--- config.mk ---
export PLATFORM = sky130hd
export DESIGN_NAME = pll_reset_seq
export DESIGN_NICKNAME = d
export VERILOG_FILES = /design/src/rtl/pll_reset_seq.sv
export SDC_FILE = /design/constraint.sdc
export NUM_CORES = 1
export LEC_CHECK = 0
export BUFFER_PORTS_ARGS = -buffer_cell sky130_fd_sc_hd__buf_2
export CAP_MARGIN = 25
export CORE_UTILIZATION = 37
export DETAILED_ROUTE_END_ITERATION = 10
export PLACE_DENSITY_LB_ADDON = 0.08
export SYNTH_ARGS = -nofsm -noshare
export SYNTH_HDL_FRONTEND = slang
export SYNTH_SLANG_ARGS = --single-unit
--- constraint.sdc ---
create_clock -name clock -period 1.8 [get_ports clock]
set_clock_uncertainty 0.15 [all_clocks]
set_input_delay 0.27 -clock clock [delete_from_list [all_inputs] [get_ports clock]]
set_output_delay 0.27 -clock clock [all_outputs]
set_load 0.02 [all_outputs]
--- src/rtl/pll_reset_seq.sv ---
// pll_reset_seq: holds downstream logic in reset until PLL lock has been
// stable for STABLE_CYCLES clocks, and records lock losses seen while running.
// Optional glitch filter on the loss path: define PLL_RESET_SEQ_GLITCH_FILTER_EN.
module pll_reset_seq #(
    parameter int STABLE_CYCLES = 1024,
    parameter int CNT_W         = 8,
    parameter int FILTER_CYCLES = 4
) (
    input  logic             clock,
    input  logic             reset_n,
    input  logic             locked,
    input  logic             clear_stats,
    output logic             sys_reset_n,
    output logic             lock_lost,
    output logic [CNT_W-1:0] loss_count,
    output logic [1:0]       seq_state
);

    typedef enum logic [1:0] {
        ST_WAIT = 2'd0,
        ST_STAB = 2'd1,
        ST_RUN  = 2'd2
    } state_e;

    localparam logic [15:0] STAB_LAST = 16'(STABLE_CYCLES - 1);

    // Elaboration-time parameter range checks
    if (STABLE_CYCLES < 1 || STABLE_CYCLES > 65535) begin : g_bad_stable
        $error("pll_reset_seq: STABLE_CYCLES out of range 1..65535");
    end
    if (FILTER_CYCLES < 1 || FILTER_CYCLES > 255) begin : g_bad_filter
        $error("pll_reset_seq: FILTER_CYCLES out of range 1..255");
    end

    logic [1:0]       sync_q, sync_d;
    state_e           state_q, state_d;
    logic [15:0]      stab_cnt_q, stab_cnt_d;
    logic             sys_rst_n_q, sys_rst_n_d;
    logic             lock_lost_q, lock_lost_d;
    logic [CNT_W-1:0] loss_cnt_q, loss_cnt_d;
    logic             lock_s;
    logic             loss_evt;

`ifdef PLL_RESET_SEQ_GLITCH_FILTER_EN
    localparam logic [7:0] FILT_LAST = 8'(FILTER_CYCLES - 1);
    logic [7:0] low_cnt_q, low_cnt_d;
`endif

    assign lock_s = sync_q[1];

    // Next-state logic: synchronizer shift, sequencer FSM, loss filter, status
    always_comb begin
        sync_d     = {sync_q[0], locked};
        state_d    = state_q;
        stab_cnt_d = stab_cnt_q;
        loss_evt   = 1'b0;
`ifdef PLL_RESET_SEQ_GLITCH_FILTER_EN
        // Low-run count only lives in RUN; any high sample or exit clears it
        low_cnt_d  = '0;
`endif
        case (state_q)
            ST_WAIT: begin
                stab_cnt_d = '0;
                if (lock_s) state_d = ST_STAB;
            end
            ST_STAB: begin
                if (!lock_s) begin
                    state_d    = ST_WAIT;
                    stab_cnt_d = '0;
                end else if (stab_cnt_q == STAB_LAST) begin
                    state_d    = ST_RUN;
                    stab_cnt_d = '0;
                end else begin
                    stab_cnt_d = stab_cnt_q + 16'd1;
                end
            end
            ST_RUN: begin
`ifdef PLL_RESET_SEQ_GLITCH_FILTER_EN
                if (!lock_s) begin
                    if (low_cnt_q == FILT_LAST) loss_evt = 1'b1;
                    else                        low_cnt_d = low_cnt_q + 8'd1;
                end
`else
                loss_evt = !lock_s;
`endif
                if (loss_evt) state_d = ST_WAIT;
            end
            default: state_d = ST_WAIT;
        endcase

        sys_rst_n_d = (state_d == ST_RUN);

        // A loss in the same cycle as a clear wins and leaves a count of one
        lock_lost_d = lock_lost_q;
        loss_cnt_d  = loss_cnt_q;
        if (loss_evt) begin
            lock_lost_d = 1'b1;
            if (clear_stats)       loss_cnt_d = CNT_W'(1);
            else if (!(&loss_cnt_q)) loss_cnt_d = loss_cnt_q + CNT_W'(1);
        end else if (clear_stats) begin
            lock_lost_d = 1'b0;
            loss_cnt_d  = '0;
        end
    end

    // State and registered outputs; async reset drops everything to WAIT
    always_ff @(posedge clock or negedge reset_n) begin
        if (!reset_n) begin
            sync_q      <= '0;
            state_q     <= ST_WAIT;
            stab_cnt_q  <= '0;
            sys_rst_n_q <= 1'b0;
            lock_lost_q <= 1'b0;
            loss_cnt_q  <= '0;
`ifdef PLL_RESET_SEQ_GLITCH_FILTER_EN
            low_cnt_q   <= '0;
`endif
        end else begin
            sync_q      <= sync_d;
            state_q     <= state_d;
            stab_cnt_q  <= stab_cnt_d;
            sys_rst_n_q <= sys_rst_n_d;
            lock_lost_q <= lock_lost_d;
            loss_cnt_q  <= loss_cnt_d;
`ifdef PLL_RESET_SEQ_GLITCH_FILTER_EN
            low_cnt_q   <= low_cnt_d;
`endif
        end
    end

    assign sys_reset_n = sys_rst_n_q;
    assign lock_lost   = lock_lost_q;
    assign loss_count  = loss_cnt_q;
    assign seq_state   = state_q;

endmodule
# Yosys cells after proc, flatten, opt, wreduce, memory -nomap -nowiden
# Index checks and enable logic that the tools add are counted.
# word_totals
regBits	30
elab_cells	34
# classes
add_sub_neg	2
n_eq_ne	5
n_mux	15
n_reduce_logical	6
# ops
cell	count
16-bit two-way mux	2
8-bit two-way mux	4
16-bit one-hot mux with 2 select lines	1
16-bit by 1-bit adder with 16-bit output, second input constant	1
16-bit by 10-bit equality test with 1-bit output, second input constant	1
8-bit by 1-bit adder with 8-bit output, second input constant	1
2-bit two-way mux	4
8-bit AND reduction	1
2-bit one-hot mux with 3 select lines	1
2-bit equality test, second input constant	2
2-bit nonzero test	2
1-bit two-way mux	3
2-bit by 1-bit equality test with 1-bit output, second input constant	1
2-bit logical NOT	1
2-bit != test, second input constant	1
2-bit AND reduction	1
1-bit logical NOT	1

# Logic depth before layout (Yosys ltp)
# depth
word_depth	5
mapped_depth	6

# Worst setup path before layout
# Ideal clock, no wire load.
# synth_timing
kind	register to register
startpoint	reg stab_cnt_q[0]
endpoint	reg stab_cnt_q[5]
setup_ps	76
arrival_time_ps	1692
t_required_ps	1574
path_slack_ps	-119
stages_incl_launch_ff	7
cell_sequence	dfrtp_1 ha_1 and4_1 and4_1 buf_6 or4_1 o21ai_1
# synth_between
elab_chain_len	4
elab_cells_between_ends	5
classes_between	add/sub: 1; eq/ne: 1; mux: 3
# synth_rtl
element	line	text
from (decl)	37	logic [15:0] stab_cnt_q, stab_cnt_d;
from (signal assigned)	121	stab_cnt_q <= stab_cnt_d;
16-bit by 1-bit adder with 16-bit output or 16-bit by 10-bit equality test with 1-bit output (tied branches)	74, 70	
16-bit two-way mux *	70	end else if (stab_cnt_q == STAB_LAST) begin
16-bit two-way mux *	67	if (!lock_s) begin
16-bit one-hot mux with 2 select lines *	61	case (state_q)
# Every way passes the cells marked *; elsewhere a longest branch is shown, timed or not.
# A chain may end at the register's enable or synchronous reset.

# Worst setup path after layout
# layout_timing
startpoint	reg stab_cnt_q[14]
endpoint	reg stab_cnt_q[9]
# layout_between
elab_chain_len	4
# layout_rtl
element	line
16-bit by 10-bit equality test with 1-bit output	70
16-bit two-way mux	70
16-bit two-way mux	67
16-bit one-hot mux with 2 select lines	61
# Every way passes these cells.

==> flow_metrics.tcl <==
set metrics [dict create \
    max_freq_mhz 573 \
    die_area_um2 4510 \
    grt_pass1_wl_um 6870 \
    synthesis.area_um2 1570 \
    hold_depth 2 \
    min_from "clear_stats" \
    synth_fp_nets 169 \
    die_w_um 67.2 \
    wl_per_cell_um 15.8 \
    clk_latency_ns 0.28 \
    cts_buffers 5 \
    vias_per_cell 5.75 \
    reg2reg_depth 6 \
    r2r_end "stab_cnt_q[9]" \
    area_growth_pct 28.8 \
    cp_max_fo 5 \
    finalSetupViolations 0 \
    min_to "loss_count[1]" \
    ys_seq_area_frac 0.478 \
    hold_class "primary input to flip-flop" \
    rsz0062_at_grt "yes" \
    postRouteAntennaNets 0 \
    layout.nets 213 \
    start_util 0.390 \
    ios 16 \
    ff2ff_setup_slack_ns 0.05 \
    grt_max_degree 31 \
    cts_root_buf "clkbuf_8" \
    cts_tree "done" \
    track_usage 0.208 \
    start_kind "flip-flop" \
    synth_enable_flop_cells 0 \
    drv_slew 0 \
    fill_cells 389 \
    report.final.hold_viol_count 0 \
    cp.arrival_ns 1.77 \
    h-tree-depth 2 \
    antenna_cells 0 \
    worst_pin_slew_ns 0.696 \
    drtIter0Drc 75 \
    final.setup.tns_ns 0 \
    yosys_warnings 0 \
    powerDensity_nw_per_um2 710 \
    portBuffers 15 \
    fin_crit_ns 1.75 \
    timing.rr.start "stab_cnt_q[14]" \
    post_cts_buffers 0 \
    ys.flop_type "dfrtp_1" \
    worst_ep_required_time_ns 1.83 \
    fin_crit_sh 0.970 \
    syn_inst 163 \
    overflow 0 \
    first_pass_iters 4 \
    final_core_util 0.502 \
    drv_cap 0 \
    yosysUniqueCellTypes 41 \
    chipHeight_um 67.2 \
    max_slew_margin 0.536 \
    clk_pin_slew_ns 0.07 \
    clkSinkCount 30 \
    ys_async_sr_fraction 1.00 \
    first_global_vias 1470 \
    cp-end-kind "flip-flop" \
    vias 1483 \
    core_um2 4030 \
    antenna_found_initial 0 \
    crit_type "flip-flop to flip-flop" \
    synth_seq_cells 30 \
    fp-row-count 23 \
    ir_drop_mv 0.323 \
    totalWireLength_um 4070 \
    p_leak_nw 0.929 \
    drcViolationCount 0 \
    status "complete, no violations" \
    gp_congestion 0.868 \
    avgSynthCellArea_um2 9.64 \
    drive_above_1_share 0.284 \
    clockBufferDepth 2 \
    dp_hpwl_um 2840 \
]
[how the worst max path moves through the flow]
stage                    from             end  depth (start not counted)
2_1_floorplan   stab_cnt_q[1]  stab_cnt_q[12]                          6
3_3_place_gp    stab_cnt_q[1]  stab_cnt_q[12]                          5
3_5_place_dp   stab_cnt_q[11]   stab_cnt_q[9]                          6
4_1_cts        stab_cnt_q[11]   stab_cnt_q[9]                          6
5_1_grt        stab_cnt_q[11]  stab_cnt_q[13]                          6
6_report       stab_cnt_q[14]   stab_cnt_q[9]                          6
[report_power, final]
| part | switching, mW | internal, mW |
|---|---|---|
| clock network | 0.262 | 0.407 |
| logic | 0.0462 | 0.0324 |
| registers | 0.00823 | 0.682 |
[worst max-delay path, stage by stage, from the launching register on]
cell     delay (ns)
dfrtp_1        0.39
nor4_2         0.29
buf_4          0.16
nand4_1        0.11
buf_4          0.19
a31o_2         0.20
a21o_1         0.17
[logic make-up after synthesis]
family / count (synthesis) / synth area share
simple gates: 71 / 0.252
flops: 30 / 0.478
compound gates: 40 / 0.172
buf+inv: 12 / 0.0358
fa+ha+maj: 2 / 0.0159
xor+xnor: 6 / 0.0334
mux: 2 / 0.0127
[area by class of cell]
class | count | area [µm²] | share of cell area
Clock buffer | 5 | 68.8 | 0.0340
Clock inverter | 3 | 40.0 | 0.0198
Inverter | 6 | 22.5 | 0.0111
Multi-Input combinational cell | 121 | 783 | 0.387
Sequential cell | 30 | 753 | 0.372
Tap cell | 50 | 62.6 | 0.0309
Timing Repair Buffer | 43 | 294 | 0.145
[cell usage in the layout, fill, tap and decap left out, types with 5 or more instances in the layout]
| cell | n |
|---|---|
| buf_4 | 25 |
| nand3_1 | 6 |
| nand2_1 | 16 |
| inv_1 | 6 |
| nand4_1 | 10 |
| dfrtp_1 | 28 |
| clkbuf_8 | 5 |
| buf_2 | 15 |
| o21ai_0 | 7 |
| nor2_1 | 10 |
| a31oi_1 | 9 |
[through the flow]
stage          cells  worst slack [ns]  power [mW]  instance area (µm²)  hold WS (ns)
2_1_floorplan    163            0.0186       0.734                 1570        -0.176
3_5_place_dp     248            0.0259       0.778                 1870         0.205
6_report         258            0.0543        1.44                 2020         0.104
4_1_cts          258           0.00304        1.47                 2000        0.0836
5_1_grt          258           -0.0478        1.51                 2020        0.0934
3_3_place_gp     248            0.0362       0.776                 1870         0.184
[sequential cells by signal, indices dropped and copies added, names as in the netlist]
register and count:
sync_q 2, seq_state 2, sys_reset_n 1, lock_lost 1, stab_cnt_q 16, loss_count 8
[metal layers]
metal / GRT usage / vias to the layer above / part of all wire
met4: 0.0984 / 0 / 0.017
met3: 0.0574 / 7 / 0.051
met1: 0.247 / 721 / 0.43
met5: 0 / - / 0
met2: 0.348 / 45 / 0.50
li1: - / 710 / -
[repair_timing]
| action | 4_1_cts | 5_1_grt |
|---|---|---|
| setup endpoints to repair | 0 | 12 |
| hold endpoints to repair | 31 | 0 |
| resized for setup | 0 | 8 |
| hold buffers | 2 | 0 |
[synth_stat cells, types with 2 or more instances]
library cell | n | share of area
dfrtp_1 | 30 | 0.48
clkbuf_1 | 2 | 0.0048
o21a_1 | 2 | 0.0096
a32o_1 | 2 | 0.013
a31o_2 | 2 | 0.011
buf_2 | 3 | 0.0096
nor2b_1 | 2 | 0.0080
o41ai_1 | 2 | 0.011
o2111ai_1 | 2 | 0.011
nand3_1 | 6 | 0.019
a21o_1 | 3 | 0.014
a21oi_1 | 2 | 0.0064
mux2i_1 | 2 | 0.013
nand4_1 | 10 | 0.040
inv_1 | 6 | 0.014
o22ai_1 | 2 | 0.0080
nor4_1 | 5 | 0.020
xnor2_1 | 2 | 0.011
o21ai_0 | 8 | 0.025
ha_1 | 2 | 0.016
o211ai_1 | 3 | 0.014
o21ai_1 | 2 | 0.0064
nand2_1 | 16 | 0.038
or4_1 | 2 | 0.0096
or3_1 | 3 | 0.012
and4_1 | 3 | 0.017
and3_1 | 3 | 0.012
nor3_1 | 3 | 0.0096
a31oi_1 | 9 | 0.036
nor2_1 | 10 | 0.024
xor2_1 | 4 | 0.022
(Power assumes the default switching activity.)
